**src/rtl/pipe_pkg.sv**
```systemverilog
// Shared pipeline definitions: register-file geometry and the default scoreboard counter width.
package pipe_pkg;

    localparam int unsigned REG_W     = 5;
    localparam int unsigned NREG      = 32;
    localparam int unsigned CNT_W_DEF = 2;

    typedef logic [REG_W-1:0] reg_idx_t;

endpackage

```
**src/rtl/sb_counter.sv**
```systemverilog
// One per-register pending-writeback counter: up on issue, down on writeback, never wraps.
module sb_counter #(
    parameter int unsigned CNT_W = 2
) (
    input  logic clk,
    input  logic rst_n,
    input  logic inc,
    input  logic dec,
    output logic zero,
    output logic one,
    output logic max
);

    logic [CNT_W-1:0] cnt;
    logic             dec_ok;

    // A writeback against an empty counter is an error reported by the parent; the count stays 0.
    assign dec_ok = dec & ~zero;

    always_ff @(posedge clk or negedge rst_n) begin
        if (!rst_n) begin
            cnt <= '0;
        end else if (inc && !dec_ok && !max) begin
            cnt <= cnt + CNT_W'(1);
        end else if (dec_ok && !inc) begin
            cnt <= cnt - CNT_W'(1);
        end
    end

    assign zero = (cnt == '0);
    assign one  = (cnt == CNT_W'(1));
    assign max  = &cnt;

endmodule

```
**src/rtl/issue_scoreboard.sv**
```systemverilog
// Register scoreboard and issue gate between ID and EX; holds ID on RAW hazards or counter saturation.
// Optional SB_WB_BYPASS_EN: a retiring writeback releases its consumer in the same cycle.
module issue_scoreboard
    import pipe_pkg::*;
#(
    parameter int unsigned NREG   = pipe_pkg::NREG,
    parameter int unsigned CNT_W  = CNT_W_DEF,
    parameter int unsigned PERF_W = 32
) (
    input  logic              clk,
    input  logic              rst_n,
    input  logic              id_valid,
    input  reg_idx_t          id_rs1,
    input  reg_idx_t          id_rs2,
    input  reg_idx_t          id_rd,
    input  logic              id_need_rs1,
    input  logic              id_need_rs2,
    input  logic              id_wb_en,
    input  logic              ex_ready,
    output logic              id_ready,
    input  logic              wb_valid,
    input  reg_idx_t          wb_rd,
    output logic              stall_raw,
    output logic              stall_full,
    output logic              busy,
    output logic [PERF_W-1:0] stall_cnt,
    output logic              sb_err
);

    logic [NREG-1:0] zero;
    logic [NREG-1:0] pend;
    logic [NREG-1:0] full;
    logic            issue;
    logic            hz1;
    logic            hz2;
    logic            full_hit;
    logic            stall_cyc;

    // x0 is hardwired: never pending, never full.
    assign zero[0] = 1'b1;
    assign pend[0] = 1'b0;
    assign full[0] = 1'b0;

    for (genvar r = 1; r < NREG; r++) begin : g_cnt
        logic inc_r;
        logic dec_r;
        logic one_r;

        assign inc_r = issue & id_wb_en & (id_rd == REG_W'(r));
        assign dec_r = wb_valid & (wb_rd == REG_W'(r));

        sb_counter #(.CNT_W(CNT_W)) u_cnt (
            .clk   (clk),
            .rst_n (rst_n),
            .inc   (inc_r),
            .dec   (dec_r),
            .zero  (zero[r]),
            .one   (one_r),
            .max   (full[r])
        );

`ifdef SB_WB_BYPASS_EN
        assign pend[r] = ~zero[r] & ~(dec_r & one_r);
`else
        logic unused_one;
        assign unused_one = one_r;
        assign pend[r]    = ~zero[r];
`endif
    end

    assign hz1 = id_need_rs1 & pend[id_rs1];
    assign hz2 = id_need_rs2 & pend[id_rs2];

`ifdef SB_WB_BYPASS_EN
    assign full_hit = id_wb_en & full[id_rd] & ~(wb_valid & (wb_rd == id_rd));
`else
    assign full_hit = id_wb_en & full[id_rd];
`endif

    assign stall_raw  = id_valid & (hz1 | hz2);
    assign stall_full = id_valid & full_hit;
    assign id_ready   = ex_ready & ~stall_raw & ~stall_full;
    assign issue      = id_valid & id_ready;
    assign busy       = ~(&zero);

    // Only hazard stalls are counted; EX back-pressure is not.
    assign stall_cyc = id_valid & ex_ready & ~id_ready;

    always_ff @(posedge clk or negedge rst_n) begin
        if (!rst_n) begin
            stall_cnt <= '0;
            sb_err    <= 1'b0;
        end else begin
            if (stall_cyc && (stall_cnt != '1)) begin
                stall_cnt <= stall_cnt + PERF_W'(1);
            end
            if (wb_valid && (wb_rd != '0) && zero[wb_rd]) begin
                sb_err <= 1'b1;
            end
        end
    end

endmodule

```
**config.mk**
```make
export PLATFORM = sky130hd
export DESIGN_NAME = issue_scoreboard
export DESIGN_NICKNAME = d
export VERILOG_FILES = /design/src/rtl/pipe_pkg.sv /design/src/rtl/sb_counter.sv /design/src/rtl/issue_scoreboard.sv
export SDC_FILE = /design/constraint.sdc
export NUM_CORES = 1
export LEC_CHECK = 0
export CAP_MARGIN = 10
export CORE_ASPECT_RATIO = 0.9
export CORE_MARGIN = 4
export CORE_UTILIZATION = 45
export CTS_BUF_LIST = sky130_fd_sc_hd__clkbuf_8
export DETAILED_ROUTE_END_ITERATION = 10
export GPL_TIMING_DRIVEN = 0
export PLACE_DENSITY = 0.63
export SLEW_MARGIN = 30
export SYNTH_ARGS = -nofsm -noshare
export SYNTH_HDL_FRONTEND = slang
export SYNTH_SLANG_ARGS = --single-unit
```
**constraint.sdc**
```tcl
create_clock -name clk -period 5.8 [get_ports clk]
set_input_delay 1.74 -clock clk [delete_from_list [all_inputs] [get_ports clk]]
set_output_delay 1.74 -clock clk [all_outputs]
set_load 0.05 [all_outputs]
```
==> metrics.md <==
| Metric | Value |
|---|---|
| Primary FF master, synth | sky130_fd_sc_hd__dfrtp_1 |
| Wire length of the first global-routing pass | approximately 37000 um |
| Clock Skews | 0.0158 ns |
| Worst reg2reg endpoint | g_cnt[18].u_cnt.cnt[1] |
| Routability congestion estimate from global placement | ~0.97 |
| Count of distinct cell types in the synthesized netlist | 70 |
| Outcome | finished, final reports clean |
| Placed Instance Area | slightly above 8000 um2 |
| Initial DRC count | about 850 |
| Initial antenna violation count | 0 |
| Chip width | ~140 um |
| Final #Nets | about 1000 |
| Combinational share of power | 27.2% |
| Required time at the endpoint of the critical path | around 4 ns |
| Switching portion of total power | a little over a third |
| Met2 usage | about two fifths |
| Signal arrival time at the worst endpoint | 4.02 ns |
| Startpoint Class | input port |
| Share of the clock period used by the worst path | 99.3% |
| Final design utilization | roughly 55% |
| Critical Path End Type | output port |
| Met3 track demand over resource in global routing | roughly 5.9% |
| Post-detailed-placement half-perimeter wirelength | roughly 18000 um |
| Vias after detailed routing | 7292 |
| Post-detailed-route DRC marker count | 0 |
| Combined area of all synthesized cells | between 7000 and 8000 um2 |
| Maximum clock frequency | about 170 MHz |
| Floorplan die height | 129 um |
| Num CTS Buffers | 9 |
| Startpoint of the tightest hold check path | sb_err |
| Port bufs | 61 |
| Root buffer selected by CTS | sky130_fd_sc_hd__clkbuf_8 |
| Max-Slew Margin vs Limit | about two fifths |
| Maximum number of pins on one net before global-route repair | between 50 and 60 |
| Max capacitance violation total | 0 |
| Tmin final | 5.76 ns |
| Clock Path Buffers | 2 |
| Summed area of non-filler cells in the final layout | around 8500 um2 |
| Destination of the critical timing path | id_ready |
| Switching power | 0.615 mW |
| Worst min-delay path category | reg2reg |
| Mapped Avg Cell Area | between 8 and 9 um2 |
| Final total power | roughly 1.7 mW |
| Number of placement rows | 43 |
| Maximum fanout along the worst path | 10 |
| Sequential-to-total area share from yosys stat | roughly a third |
| Overall Global Routing Usage | between 20% and 30% |
| Core Region | about 16000 um2 |
| Number of diodes added for antenna fixing | 0 |
| Starting Density | around 47% |
| Highest ir drop seen on vdd | about 270 uV |
| Number of max-slew violations in the final report | 0 |
| Power density over the cells | 198 nW/um2 |
| Highest-count cells in the layout ignoring fill and taps | 117 x sky130_fd_sc_hd__nor2_1, 101 x sky130_fd_sc_hd__nand2_1, 95 x sky130_fd_sc_hd__dfrtp_1, 50 x sky130_fd_sc_hd__clkdlybuf4s50_1 |
| Final ANT Viol Nets | 0 |
| Number of synthesized register bits | 95 |
| Via density per instance | just over 6 |
| Worst-margin pin slew | approximately 0.9 ns |
| Worst R2R Start | g_cnt[13].u_cnt.cnt[1] |
| Number of instances in the synthesized netlist | between 800 and 900 |
| Number of clock sinks | 95 |
| Average routed wire per standard cell | around 20 um |
| Syn Nets | slightly above 900 |
| Number of endpoints with negative hold slack in the final report | 0 |
| GRT overflow | 0 |
| Number of flops mapped to enable cells by yosys | 0 |
| Commonest non-fill, non-tap cell in the layout | sky130_fd_sc_hd__nor2_1 |
| Number of global-route vias before repair | 6789 |
| Critical Path Start | id_rd[3] |
| Share of cells above drive strength 1 | a little under an eighth |
| Area added between synthesis and finish | 17.1% |
| Internal portion of total power | around 1.1 mW |
| Iteration count of the initial detailed-routing pass | 6 |
| FF-to-FF path depth | 11 |
| Setup slack, reg-to-reg | ~2.2 ns |
| H-tree levels | 3 |
| Die area | around 18000 um2 |
| Count of filler cells inserted in the layout | roughly 1500 |
| Worst-skew pair later-pin latency | ~0.39 ns |
| Sequential group share of total power | approximately 44% |
| Clk pwr share | approximately 28% |
| Final count of negative-setup-slack endpoints | 0 |
| Multi-input combinational cell area | 4700 um2 |
| Clock-pin transition on the worst setup and hold timing paths | about 0.1 ns |
| CTS Hold Bufs | 0 |
| Met1 track demand over resource in global routing | approximately two fifths |
| Top Usage Layer GRT | met1 |
| Total detailed-routing wirelength | 23700 um |
| Number of warning messages in the yosys log | 0 |
| Async set-or-reset flop fraction in the synthesized netlist | 100% |
| FF+latch area | about 2400 um2 |
| IO Pins | 65 |
| Clock tree from TritonCTS | yes |
| Type of the worst setup path | in2out |
| Static power due to leakage | around 3.4 nW |
registers in the layout (all words and copies together) (netlist names):
signal and count:
sb_err 1, g_cnt.u_cnt.cnt 62, stall_cnt 32
timing repair:
action | in CTS | in global routing
setup endpoints to repair | 3 | 3
setup buffers | 6 | 1
resized for setup | 44 | 28
pin swaps | 4 | 1
gates cloned | 1 | 0
routing by layer:
metal / vias up / part of all wire, %
li1: 3430 / -
met1: 3469 / 45
met5: - / 0
met2: 335 / 43
met3: 58 / 9.0
met4: 0 / 3.5
Yosys cell counts (all sizes together), types with 10 or more instances:
cell	instances	share of area, %
o21ai	48	3.4
a21oi	38	2.6
nand4	23	2.4
inv	29	1.5
or4	10	1.0
and2	28	2.4
dfrtp	95	33
clkbuf	14	0.72
nor2	119	6.2
nor4	15	1.3
mux4	18	5.6
and3	16	1.4
nand3	34	2.3
mux2i	10	1.4
nor2b	10	0.86
nor3	49	3.4
nor3b	13	1.3
nand2	101	5.2
or2	17	1.5
nand2b	11	0.95
xnor2	10	1.2
buf	21	1.5
o22ai	12	1.0
xor2	33	4.0
power by group through the flow:
stage	sequential [mW]	clock, mW	combinational (mW)
floorplan	0.833	0	0.199
global placement	0.762	0	0.438
detailed placement	0.760	0	0.441
CTS	0.748	0.497	0.450
global route	0.759	0.520	0.490
finish	0.748	0.480	0.459
worst min path at each step:
stage / slack (ns) / to / cells past startpoint
floorplan: 0.51 / g_cnt[25].u_cnt.cnt[1] / 1
global placement: 0.44 / sb_err / 1
detailed placement: 0.46 / sb_err / 1
CTS: 0.48 / sb_err / 1
global route: 0.50 / sb_err / 1
finish: 0.47 / sb_err / 1
through the flow:
stage          cells  hold slack [ns]   TNS, ns  setup slack (ns)
2_1_floorplan    895            0.506         0            0.0160
3_3_place_gp    1158            0.441    -86.65             -1.77
3_5_place_dp    1159            0.463     -4.58             -1.78
4_1_cts         1180            0.483         0           0.00852
5_1_grt         1181            0.504  -0.00245          -0.00245
6_report        1181            0.473         0            0.0405
critical path, cell delays in order:
cell                              delay, ns
sky130_fd_sc_hd__clkdlybuf4s50_1       0.42
sky130_fd_sc_hd__clkbuf_4              0.22
sky130_fd_sc_hd__and2_4                0.22
sky130_fd_sc_hd__a31oi_1               0.20
sky130_fd_sc_hd__o2111ai_1             0.17
sky130_fd_sc_hd__a21oi_2               0.24
sky130_fd_sc_hd__buf_6                 0.18
sky130_fd_sc_hd__o2bb2ai_2             0.14
sky130_fd_sc_hd__o21ai_0               0.09
sky130_fd_sc_hd__and2_2                0.19
sky130_fd_sc_hd__clkbuf_4              0.21
cells by family (layout without fill, tap and decap cells):
family          Yosys count  after routing  synth area share [%]
xor+xnor                 43             43                  5.18
flops                    95             95                  32.7
compound gates          181            181                  16.5
buf+inv                  64            147                  3.69
mux                      36             36                  8.20
fa+ha+maj                 1              1                 0.172
simple gates            475            476                  33.6
final cells by class:
cell class	count	share of cell area, %
sequential	95	27.9
timing repair buffer	69	7.81
clock buffer	9	1.46
inverter	29	1.37
clock inverter	7	1.01
tap	202	2.97
multi-input combinational	737	55.2
buffer	33	2.28
Note: power is estimated with default switching activity, not from simulation.
